**src/rtl/npc_ctrl_if.sv**
```systemverilog
// Handshake, decoder-flag and status bundle between npc_ctrl and the fetch/LSU/decoder side.
// master = the sequencer, slave = the datapath and bus units it drives.
interface npc_ctrl_if;
  logic        ifu_req_valid;
  logic        ifu_req_ready;
  logic        ifu_resp_valid;
  logic        inst_latch;
  logic        dec_is_load;
  logic        dec_is_store;
  logic        dec_is_ebreak;
  logic        dec_rd_wen;
  logic        lsu_req_valid;
  logic        lsu_req_ready;
  logic        lsu_resp_valid;
  logic        rf_wen;
  logic        pc_wen;
  logic        stop_sim;
  logic        bus_err;
  logic [2:0]  state;
  logic [63:0] perf_cycle;
  logic [63:0] perf_instret;

  modport master (
    output ifu_req_valid, inst_latch, lsu_req_valid, rf_wen, pc_wen,
           stop_sim, bus_err, state, perf_cycle, perf_instret,
    input  ifu_req_ready, ifu_resp_valid, dec_is_load, dec_is_store,
           dec_is_ebreak, dec_rd_wen, lsu_req_ready, lsu_resp_valid
  );

  modport slave (
    input  ifu_req_valid, inst_latch, lsu_req_valid, rf_wen, pc_wen,
           stop_sim, bus_err, state, perf_cycle, perf_instret,
    output ifu_req_ready, ifu_resp_valid, dec_is_load, dec_is_store,
           dec_is_ebreak, dec_rd_wen, lsu_req_ready, lsu_resp_valid
  );
endinterface

```
**src/rtl/npc_ctrl.sv**
```systemverilog
// Multi-cycle Moore sequencer for the NPC core: fetch -> decode -> memory -> writeback, with bus timeout.
// Define NPC_CTRL_PERF_EN to build the 64-bit perf_cycle / perf_instret counters; otherwise they read 0.
module npc_ctrl #(
  parameter int unsigned TIMEOUT = 255,
  parameter int unsigned TO_W    = 8
) (
  input  logic       clk,
  input  logic       rst,
  npc_ctrl_if.master bus
);

  typedef enum logic [2:0] {
    FETCH_REQ  = 3'd0,
    FETCH_WAIT = 3'd1,
    DECODE     = 3'd2,
    MEM_REQ    = 3'd3,
    MEM_WAIT   = 3'd4,
    WB         = 3'd5,
    HALT       = 3'd6
  } state_e;

  localparam logic [TO_W:0] TO_LIM = (TO_W+1)'(TIMEOUT);

  state_e          state_q, state_d;
  logic [TO_W-1:0] to_cnt_q, to_cnt_d;
  logic [TO_W:0]   to_cnt_inc;
  logic            ld_q, ld_d;
  logic            st_q, st_d;
  logic            wen_q, wen_d;
  logic            bus_err_q, bus_err_d;
  logic            wait_state;
  logic            advance;
  logic            timed_out;

  always_comb begin
    state_d    = state_q;
    ld_d       = ld_q;
    st_d       = st_q;
    wen_d      = wen_q;
    bus_err_d  = bus_err_q;
    advance    = 1'b0;
    wait_state = (state_q == FETCH_REQ) || (state_q == FETCH_WAIT) ||
                 (state_q == MEM_REQ)   || (state_q == MEM_WAIT);

    case (state_q)
      FETCH_REQ: begin
        if (bus.ifu_req_ready) begin
          state_d = FETCH_WAIT;
          advance = 1'b1;
        end
      end
      FETCH_WAIT: begin
        if (bus.ifu_resp_valid) begin
          state_d = DECODE;
          advance = 1'b1;
        end
      end
      DECODE: begin
        // A load+store combination is folded into a plain load here.
        ld_d  = bus.dec_is_load;
        st_d  = bus.dec_is_store & ~bus.dec_is_load;
        wen_d = bus.dec_rd_wen;
        if (bus.dec_is_ebreak) begin
          state_d = HALT;
        end else if (bus.dec_is_load || bus.dec_is_store) begin
          state_d = MEM_REQ;
        end else begin
          state_d = WB;
        end
      end
      MEM_REQ: begin
        if (bus.lsu_req_ready) begin
          state_d = MEM_WAIT;
          advance = 1'b1;
        end
      end
      MEM_WAIT: begin
        if (bus.lsu_resp_valid) begin
          state_d = WB;
          advance = 1'b1;
        end
      end
      WB: begin
        state_d = FETCH_REQ;
      end
      HALT: begin
        state_d = HALT;
      end
      default: begin
        state_d   = HALT;
        bus_err_d = 1'b1;
      end
    endcase

    // The count reaching TIMEOUT this cycle only errors if no handshake advanced the state.
    to_cnt_inc = {1'b0, to_cnt_q} + {{TO_W{1'b0}}, 1'b1};
    timed_out  = (TIMEOUT != 0) && wait_state && !advance && (to_cnt_inc == TO_LIM);
    if (timed_out) begin
      state_d   = HALT;
      bus_err_d = 1'b1;
    end

    if (state_d != state_q) begin
      to_cnt_d = '0;
    end else if (wait_state) begin
      to_cnt_d = to_cnt_inc[TO_W-1:0];
    end else begin
      to_cnt_d = to_cnt_q;
    end
  end

  always_ff @(posedge clk) begin
    if (rst) begin
      state_q   <= FETCH_REQ;
      to_cnt_q  <= '0;
      ld_q      <= 1'b0;
      st_q      <= 1'b0;
      wen_q     <= 1'b0;
      bus_err_q <= 1'b0;
    end else begin
      state_q   <= state_d;
      to_cnt_q  <= to_cnt_d;
      ld_q      <= ld_d;
      st_q      <= st_d;
      wen_q     <= wen_d;
      bus_err_q <= bus_err_d;
    end
  end

  // Every strobe and level is forced low for the whole reset cycle, not just after the edge.
  assign bus.ifu_req_valid = ~rst & (state_q == FETCH_REQ);
  assign bus.inst_latch    = ~rst & (state_q == FETCH_WAIT) & bus.ifu_resp_valid;
  assign bus.lsu_req_valid = ~rst & (state_q == MEM_REQ);
  assign bus.pc_wen        = ~rst & (state_q == WB);
  assign bus.rf_wen        = ~rst & (state_q == WB) & wen_q & (ld_q | ~st_q);
  assign bus.stop_sim      = ~rst & (state_q == HALT);
  assign bus.bus_err       = ~rst & bus_err_q;
  assign bus.state         = state_q;

`ifdef NPC_CTRL_PERF_EN
  logic [63:0] perf_cycle_q, perf_cycle_d;
  logic [63:0] perf_instret_q, perf_instret_d;

  always_comb begin
    perf_cycle_d   = perf_cycle_q + ((state_q != HALT) ? 64'd1 : 64'd0);
    perf_instret_d = perf_instret_q + ((state_q == WB) ? 64'd1 : 64'd0);
  end

  always_ff @(posedge clk) begin
    if (rst) begin
      perf_cycle_q   <= '0;
      perf_instret_q <= '0;
    end else begin
      perf_cycle_q   <= perf_cycle_d;
      perf_instret_q <= perf_instret_d;
    end
  end

  assign bus.perf_cycle   = perf_cycle_q;
  assign bus.perf_instret = perf_instret_q;
`else
  assign bus.perf_cycle   = '0;
  assign bus.perf_instret = '0;
`endif

endmodule

```
**src/flat_wrapper.sv**
```systemverilog
// flat-port wrapper written by rule: the top's interface ports become plain ports
module npc_ctrl_flat 
#(
  parameter int unsigned TIMEOUT = 255,
  parameter int unsigned TO_W    = 8
)
  (clk, rst, bus_ifu_req_valid, bus_inst_latch, bus_lsu_req_valid, bus_rf_wen, bus_pc_wen, bus_stop_sim, bus_bus_err, bus_state, bus_perf_cycle, bus_perf_instret, bus_ifu_req_ready, bus_ifu_resp_valid, bus_dec_is_load, bus_dec_is_store, bus_dec_is_ebreak, bus_dec_rd_wen, bus_lsu_req_ready, bus_lsu_resp_valid);
  npc_ctrl_if bus_i ();
  input  logic clk;
  input  logic rst;
  output wire logic [$bits(bus_i.ifu_req_valid)-1:0] bus_ifu_req_valid;
  output wire logic [$bits(bus_i.inst_latch)-1:0] bus_inst_latch;
  output wire logic [$bits(bus_i.lsu_req_valid)-1:0] bus_lsu_req_valid;
  output wire logic [$bits(bus_i.rf_wen)-1:0] bus_rf_wen;
  output wire logic [$bits(bus_i.pc_wen)-1:0] bus_pc_wen;
  output wire logic [$bits(bus_i.stop_sim)-1:0] bus_stop_sim;
  output wire logic [$bits(bus_i.bus_err)-1:0] bus_bus_err;
  output wire logic [$bits(bus_i.state)-1:0] bus_state;
  output wire logic [$bits(bus_i.perf_cycle)-1:0] bus_perf_cycle;
  output wire logic [$bits(bus_i.perf_instret)-1:0] bus_perf_instret;
  input wire logic [$bits(bus_i.ifu_req_ready)-1:0] bus_ifu_req_ready;
  input wire logic [$bits(bus_i.ifu_resp_valid)-1:0] bus_ifu_resp_valid;
  input wire logic [$bits(bus_i.dec_is_load)-1:0] bus_dec_is_load;
  input wire logic [$bits(bus_i.dec_is_store)-1:0] bus_dec_is_store;
  input wire logic [$bits(bus_i.dec_is_ebreak)-1:0] bus_dec_is_ebreak;
  input wire logic [$bits(bus_i.dec_rd_wen)-1:0] bus_dec_rd_wen;
  input wire logic [$bits(bus_i.lsu_req_ready)-1:0] bus_lsu_req_ready;
  input wire logic [$bits(bus_i.lsu_resp_valid)-1:0] bus_lsu_resp_valid;
  assign bus_ifu_req_valid = bus_i.ifu_req_valid;
  assign bus_inst_latch = bus_i.inst_latch;
  assign bus_lsu_req_valid = bus_i.lsu_req_valid;
  assign bus_rf_wen = bus_i.rf_wen;
  assign bus_pc_wen = bus_i.pc_wen;
  assign bus_stop_sim = bus_i.stop_sim;
  assign bus_bus_err = bus_i.bus_err;
  assign bus_state = bus_i.state;
  assign bus_perf_cycle = bus_i.perf_cycle;
  assign bus_perf_instret = bus_i.perf_instret;
  assign bus_i.ifu_req_ready = bus_ifu_req_ready;
  assign bus_i.ifu_resp_valid = bus_ifu_resp_valid;
  assign bus_i.dec_is_load = bus_dec_is_load;
  assign bus_i.dec_is_store = bus_dec_is_store;
  assign bus_i.dec_is_ebreak = bus_dec_is_ebreak;
  assign bus_i.dec_rd_wen = bus_dec_rd_wen;
  assign bus_i.lsu_req_ready = bus_lsu_req_ready;
  assign bus_i.lsu_resp_valid = bus_lsu_resp_valid;
  npc_ctrl #(.TIMEOUT(TIMEOUT), .TO_W(TO_W)) u_core (.clk(clk), .rst(rst), .bus(bus_i));
endmodule
```
**config.mk**
```make
export PLATFORM = sky130hd
export DESIGN_NAME = npc_ctrl_flat
export DESIGN_NICKNAME = d
export VERILOG_FILES = /design/src/rtl/npc_ctrl_if.sv /design/src/rtl/npc_ctrl.sv /design/src/flat_wrapper.sv
export SDC_FILE = /design/constraint.sdc
export NUM_CORES = 1
export LEC_CHECK = 0
export ABC_AREA = 1
export CELL_PAD_IN_SITES_DETAIL_PLACEMENT = 1
export CELL_PAD_IN_SITES_GLOBAL_PLACEMENT = 1
export CORE_AREA = 4 4 110 91
export DETAILED_ROUTE_END_ITERATION = 16
export DIE_AREA = 0 0 114 95
export PLACE_DENSITY_LB_ADDON = 0.2
export SLEW_MARGIN = 20
export SYNTH_ARGS = -nofsm -noshare
export SYNTH_HDL_FRONTEND = slang
export SYNTH_SLANG_ARGS = --single-unit
```
**constraint.sdc**
```tcl
create_clock -name clk -period 1.98 [get_ports clk]
set_clock_uncertainty 0.05 [all_clocks]
set_input_delay 0.297 -clock clk [delete_from_list [all_inputs] [get_ports clk]]
set_output_delay 0.297 -clock clk [all_outputs]
set_load 0.05 [all_outputs]
```
* Word level (Yosys, flattened, before mapping)
Cells that the tools add are included.
Storage, ports and cells: bits in registers 15, word-level logic and storage cells 55, input bits 10, output and inout port bits 138
Operators by class: mux-type cells 15, bitwise gates (word level) 14, eq/ne operators 9, reductions and logical operators 10, add/sub/neg operators 1
Operators with widths (number):
- 3-bit two-way mux | 7
- 3-bit case mux with 6 select lines | 1
- 1-bit AND | 10
- 8-bit by 1-bit adder with 9-bit output (second input constant) | 1
- 3-bit equality test (second input constant) | 3
- 9-bit by 8-bit equality test with 1-bit output (second input constant) | 1
- 7-bit OR reduction | 1
- 3-bit by 2-bit equality test with 1-bit output (second input constant) | 2
- 1-bit two-way mux | 6
- 1-bit logical OR | 4
- 1-bit case mux with 4 select lines | 1
- 3-bit by 1-bit equality test with 1-bit output (second input constant) | 1
- 3-bit logical NOT | 1
- 3-bit inequality test | 1
- 1-bit inverter | 3
- 1-bit logical AND | 2
- 2-bit by 1-bit inequality test with 1-bit output (second input constant) | 1
- 2-bit OR reduction | 1
- 1-bit logical NOT | 1
- 1-bit bitwise OR | 1

* Longest topological paths before layout
Gate-level depths: netlist of run 1.
word-level depth 9, gate-level depth with buffers 14, depth with buffers taken out 14

* Worst setup path before layout of run 1
No wires, ideal clock.
kind flip-flop to output port, start point register u_core.state_q[0], in the netlist u_core.bus.state[0], end point output bus_rf_wen, cell stages (with the launch flop) 8, data arrival time 2661 ps, slack -1028 ps, path buffers 1, cell sequence dfxtp_1 buf_6 inv_4 nor2_1 nand2_1 nor2_1 nand2_1 a21oi_1
Between the ends: word-level cells in the longest chain between the ends 4
Ends and longest elaborated chain:
- start: declaration | line npc_ctrl.sv:24 | state_e state_q, state_d;
- start signal: assignment | line npc_ctrl.sv:121 | state_q <= state_d;
- 3-bit equality test
- 1-bit AND
- net bus_pc_wen | line flat_wrapper.sv:15 | output wire logic [$bits(bus_i.pc_wen)-1:0] bus_pc_wen;
- 1-bit AND (2 in series) | line npc_ctrl.sv:135 | assign bus.rf_wen = ~rst & (state_q == WB) & wen_q & (ld_q | ~st_q);
- end: declaration | line flat_wrapper.sv:14 | output wire logic [$bits(bus_i.rf_wen)-1:0] bus_rf_wen;
The timed path passes the listed nets, and every way through them passes these cells.

* Final worst setup path of run 1
start point register u_core.state_q[0], in the netlist u_core.bus.state[0], end point output bus_rf_wen
Between the ends: word-level cells in the longest chain between the ends 4
Ends and longest elaborated chain (line):
- 3-bit equality test | npc_ctrl.sv:135
- 1-bit AND (3 in series) | npc_ctrl.sv:135
No other way between the ends.

==> impl_metrics.yaml, run 1 <==
run_status:
  outcome: "completed"
routing:
  via_count: 1418
  drc: 0
  wirelength_mm: 4.336
  antenna_left: 0
  dr.pass1.iters: 4
  post_drt_via_cell_ratio: 3.282
  drt-initial-drc-count: 42
  wl_per_cell_microns: 10.04
yosys:
  synth.area.mux_share: 0
  synth_compound_area_frac: 0.06316
  yosys-top-cells-count: "128 x buf_4, 42 x nand2_1, 22 x nor2_1"
  synth-simple-area-share: 0.2239
  synthAdderAreaFrac: 0.01251
  synth_edf_count: 0
  ys_ff_latch: 15
  syn-instance-count: 287
  ys.flop_type: "dfxtp_1"
  synth_area_per_cell_sq_um: 6.971
  yosysUniqueCellTypes: 34
  yosysSeqAreaShare: 0.1501
  synthTopCellsByArea: "buf_4 48%, dfxtp_1 15%, nand2_1 7.9%"
  synth_xor_xnor_area_share: 0.004378
  async_flop_share: 0
  yosysMostFrequentCell: "buf_4"
  yosysTopAreaCell: "buf_4"
  synth_top_family_by_area: "buffers and inverters"
  synth-warning-count: 0
  synth_top_area_share: 0.4803
  netlist_area_sq_um: 2001
timing:
  setup_tns_ps: 0
  grt_setup_unrepaired: "false"
  slew_violations: 0
  setup_viol: 0
  period_share: 0.9487
  period_needed_ps: 1878
  fin_ws_ps: 101.6
  fmax_ghz: 0.5324
  finalHoldViolCount: 0
critical_path:
  startpoint_type: "register"
  ff2ff_path_depth: 14
  arrival_ps: 1530
  reg2reg_setup_slack_ps: 210
  path_max_fanout: 9
  critPathRequiredTime_ps: 1630
  cp-endpoint: "bus_rf_wen"
  crit_start: "u_core.bus.state[0]$_SDFF_PP0_"
  worstSetupPathType: "reg2out"
  rr_endpoint: "u_core.to_cnt_q[7]$_SDFFE_PP0P_"
  reg2reg_from: "u_core.to_cnt_q[0]$_SDFFE_PP0P_"
  cp-end-kind: "output port"
floorplanning:
  coreArea_sq_um: 8921
  rows: 31
  dieArea_sq_um: 10830
  die_h_microns: 95
  die_w_microns: 114
  initial_core_util: 0.2243
  io_pins: 148
grt:
  grt_pass1_vias: 1369
  grt_use_total: 0.07469
  grt_pass1_wl_mm: 6.582
  grt_overflow: 0
  grt_max_degree: 15
  grt_antenna_before_repair: 0
cts:
  cts.path.max_buffers: 2
  cts.sinks: 15
  clock_latency_ps: 240
  cts_hold_buf: 0
  cts_tree: "done"
  htree_levels: 1
  numCtsBuffers: 3
  cts_root_buf: "clkbuf_16"
  clk_pin_slew_ps: 50
worst_hold_path:
  min-delay-path-class: "reg2reg"
power_and_ir_drop:
  power.sequential.fraction: 0.220
  power_density_nw_per_um2: 753.2
  vdd_drop_max_uv: 293.8
  power.leakage_uw: 0.001081
  internal-power_uw: 736.2
  clkPwrFrac: 0.243
  p_comb_frac: 0.537
  power.switching_uw: 896.1
  switching_share: 0.5490
  total_power_uw: 1632
layout:
  syn_to_final_growth_pct: 8.318
  n_antenna_cell: 0
  final_area_sq_um: 2167
  layout-drive-gt1-share: 0.2240
  nets: 330
  fin_util: 0.2429
placement:
  dp_slack_ps: -34.07
  io_buffers: 19
  gp_congestion: 0.7845
  place_hpwl_mm: 3.760
  dpl_cell_area_sq_um: 2006
flow_run:
  drv_cap: 0
## power groups by stage
stage	registers [uW]	clock network (uW)	logic, uW
floorplan	369	0	912
global placement	357	0	844
detailed placement	358	0	847
CTS	352	411	849
global route	363	425	930
finish	359	396	877
## metrics by stage
step	cells	hold slack, ps
floorplan	414	325.5
global placement	427	404.4
detailed placement	427	408.9
CTS	431	416.2
global route	432	441.0
finish	432	412.3
## registers in the layout, summed over array words and instances, names as in the netlist
register,flops
u_core.bus.state,3
u_core.to_cnt_q,8
u_core.bus_err_q,1
u_core.ld_q,1
u_core.st_q,1
u_core.wen_q,1
## cells in the final DEF, fill, tap and decap left out, drive strengths merged
cell type	count
inv	22
ha	2
o21ai	8
a211oi	1
nor2	27
nor3	3
nor4	1
xor2	1
nand2	48
nand3	9
and3	1
o21bai	1
clkbuf	4
a21boi	1
clkdlybuf4s50	9
or2	1
o2111ai	1
buf	22
a21oi	9
nand4	2
conb	128
a31oi	1
dfxtp	15
## worst min-delay path by stage
stage                                          from                         to  depth (start not counted)  slack [ps]
after floorplan                                 rst   u_core.ld_q$_SDFFE_PP0P_                          1         330
after global placement    u_core.wen_q$_SDFFE_PP0P_  u_core.wen_q$_SDFFE_PP0P_                          2         400
after detailed placement  u_core.wen_q$_SDFFE_PP0P_  u_core.wen_q$_SDFFE_PP0P_                          2         410
after CTS                 u_core.wen_q$_SDFFE_PP0P_  u_core.wen_q$_SDFFE_PP0P_                          2         420
after global routing      u_core.wen_q$_SDFFE_PP0P_  u_core.wen_q$_SDFFE_PP0P_                          2         440
final                     u_core.wen_q$_SDFFE_PP0P_  u_core.wen_q$_SDFFE_PP0P_                          2         410
## logic make-up after synthesis
family,count (synthesis)
fa+ha+maj,2
xor+xnor,1
compound gates,22
buf+inv,154
other cells,1
flops,15
simple gates,92
## routing by layer
metal | share of wire | GRT usage | wire length (microns)
met4 | 0.0095 | 0.02077 | 41
met3 | 0.090 | 0.01666 | 392
met1 | 0.43 | 0.09531 | 1863
met2 | 0.47 | 0.1267 | 2038
met5 | 0 | 0 | 0
## area by class of cell
type / count / area, sq um
fill: 1158 / 6754
multi-input combinational: 245 / 1190
timing repair buffer: 31 / 355.3
sequential: 15 / 309.0
tap: 115 / 143.9
inverter: 22 / 90.09
clock buffer: 4 / 78.83
## timing repair
item | CTS | global route
endpoints found under the hold margin | 0 | 0
buffers inserted | 0 | 1
endpoints found under the setup margin | 1 | 9
resized for setup | 1 | 25
pin swaps | 0 | 4
## critical path: stages (launching register included)
cell and delay, ps:
dfxtp_4 410, inv_4 60, nor2_1 190, nand2_2 120, nor2_4 110, nand2_1 90, a21oi_4 150, buf_12 150
Note: power is estimated with default switching activity, not from simulation.
==> run 2: changes to the inputs <==
--- a/config.mk
+++ b/config.mk
@@ -11,7 +11,7 @@
 export CORE_AREA = 4 4 110 91
 export DETAILED_ROUTE_END_ITERATION = 16
 export DIE_AREA = 0 0 114 95
-export PLACE_DENSITY_LB_ADDON = 0.2
+export PLACE_DENSITY = 0.85
 export SLEW_MARGIN = 20
 export SYNTH_ARGS = -nofsm -noshare
 export SYNTH_HDL_FRONTEND = slang
==> constraint.sdc (replaced) <==
create_clock -name clk -period 1.75 [get_ports clk]
set_clock_uncertainty 0.05 [all_clocks]
set_input_delay 0.2625 -clock clk [delete_from_list [all_inputs] [get_ports clk]]
set_output_delay 0.2625 -clock clk [all_outputs]
set_load 0.05 [all_outputs]
==> run 2 against run 1 <==
The flow now finishes with violations (setup timing). Wire length rose by 11%. Total power rose by 21%. Sequential share of layout area fell by 1.5 points. Hold slack improved by 15 ps. Largest power group unchanged.
==> impl_metrics.yaml, run 2 (same netlist as run 1, synthesis figures left out) <==
critical_path:
  rr_endpoint: "u_core.to_cnt_q[4]$_SDFFE_PP0P_"
  crit_start: "u_core.to_cnt_q[1]$_SDFFE_PP0P_"
  slowest_delay_ps: 330
  cpLargestDelayFamily: "buffers and inverters"
  startpoint_type: "register"
  path_cells: "ha_4 > nand2_4 > clkinv_4 > nand2_4 > nand2_4 > buf_4 > buf_4 > buf_4 > buf_4 > buf_4 > nand2_1 > o21ai_1 > nor2_2"
  cp-end-kind: "register"
  path_max_fanout: 3
  arrival_ps: 1890
  critical_path_cell_count: 13
  reg2reg_from: "u_core.to_cnt_q[1]$_SDFFE_PP0P_"
  critPathRequiredTime_ps: 1880
  cp_common_cell: "buf_4"
  worstSetupPathType: "reg2reg"
  ff2ff_path_depth: 13
  critPathBufInv: 6
  reg2reg_setup_slack_ps: -5
  worst_path_max_delay_cell: "dfxtp_2"
  cp-endpoint: "u_core.to_cnt_q[4]$_SDFFE_PP0P_"
placement:
  place_hpwl_mm: 3.567
  io_buffers: 19
  gp_congestion: 0.8318
  dp_slack_ps: -253.4
timing:
  period_share: 1.003
  finalHoldViolCount: 0
  period_needed_ps: 1755
  fmax_ghz: 0.5698
  fin_ws_ps: -4.879
  slew_violations: 0
  fin_hold_ws_ps: 426.9
  grt_setup_unrepaired: "true"
  setup_viol: 1
  setup_tns_ps: -4.879
cts:
  cts.path.max_buffers: 2
  cts_root_buf: "clkbuf_16"
  cts_tree: "done"
  numCtsBuffers: 3
  htree_levels: 1
  cts.sinks: 15
  clock_latency_ps: 250
  clk_pin_slew_ps: 50
routing:
  post_drt_via_cell_ratio: 3.336
  drc: 0
  antenna_left: 0
  wl_per_cell_microns: 10.66
  wirelength_mm: 4.796
  dr.pass1.iters: 4
  via_count: 1501
  drt-initial-drc-count: 35
floorplanning:
  initial_core_util: 0.2243
  io_pins: 148
  coreArea_sq_um: 8921
  die_h_microns: 95
  die_w_microns: 114
  dieArea_sq_um: 10830
  rows: 31
grt:
  grt_antenna_before_repair: 0
  grt_pass1_vias: 1431
  grt_pass1_wl_mm: 6.410
  grt_overflow: 0
  grt_max_degree: 15
  grt_use_total: 0.07274
layout:
  seq_area_sq_um: 315.3
  multiInputGateArea_sq_um: 1320
  layout-drive-gt1-share: 0.3164
  fillers: 1133
  n_antenna_cell: 0
  nets: 348
  syn_to_final_growth_pct: 23.51
  final_common_cell: "conb_1"
  fin_util: 0.2770
  largest_reg_flops: 8
  mostFrequentLayoutCells: "128 x conb_1, 29 x nand2_1, 28 x buf_4"
  largest-register: "u_core.to_cnt_q"
power_and_ir_drop:
  total_power_uw: 1971
  power_density_nw_per_um2: 797.7
  vdd_drop_max_uv: 341.2
  power.leakage_uw: 0.001225
run_status:
  violations: "setup timing"
  outcome: "finished, violations left"
flow_run:
  drv_cap: 0
worst_hold_path:
  min-delay-path-class: "reg2reg"
run 2: changes by cell type in the layout (fill, tap and decap cells not counted), moves of 3 or more:
cell     change
nand2_2      +4
nand2_1     -10
buf_6        +3
nand2_4      +6
nor2_4       +7
buf_4       +14
nor2_2       -6
run 2: tightest hold or removal path: cells and delay by family, from the launching register on:
kind	cells	cell delay (ps)
flops	1	320
simple gates	1	60
compound gates	1	50
run 2: metal layers:
metal,vias to the layer above,share of wire,global-route usage
li1,724,-,-
met1,716,0.32,0.06763
met2,61,0.60,0.1564
met3,0,0.088,0.02434
met4,0,0,0.005935
met5,-,0,0
run 2: worst min-delay path by stage:
stage,startpoint,endpoint,slack (ps),depth (start not counted)
2_1_floorplan,rst,u_core.ld_q$_SDFFE_PP0P_,290,1
3_3_place_gp,u_core.wen_q$_SDFFE_PP0P_,u_core.wen_q$_SDFFE_PP0P_,410,2
3_5_place_dp,u_core.wen_q$_SDFFE_PP0P_,u_core.wen_q$_SDFFE_PP0P_,420,2
4_1_cts,u_core.wen_q$_SDFFE_PP0P_,u_core.wen_q$_SDFFE_PP0P_,430,2
5_1_grt,u_core.wen_q$_SDFFE_PP0P_,u_core.wen_q$_SDFFE_PP0P_,450,2
6_report,u_core.wen_q$_SDFFE_PP0P_,u_core.wen_q$_SDFFE_PP0P_,430,2
run 2: cell type report:
type	instances	share of cell area
sequential	15	0.1276
clock inverter	1	0.002025
inverter	22	0.03949
multi-input combinational	245	0.5342
clock buffer	3	0.03038
tap	115	0.05823
timing repair buffer	49	0.2081
run 2: per-stage QoR:
stage               cell area [sq um]  std cells
global route                     2471        450
CTS                              2253        442
global placement                 2051        429
detailed placement               2051        429
floorplan                        2542        414
finish                           2471        450
run 2: power by group:
| group | internal (uW) | switching (uW) | leakage (uW) |
|---|---|---|---|
| combinational | 229 | 879 | 0.00106 |
| clock | 305 | 147 | 0.0000409 |
| sequential | 369 | 40.7 | 0.000125 |
| total | 904 | 1070 | 0.00122 |
run 2: repair_timing:
item / CTS / global route
setup buffers: 9 / 8
resized for setup: 19 / 38
endpoints found under the setup margin: 9 / 11
hold buffers: 0 / 0
pin swaps: 14 / 22
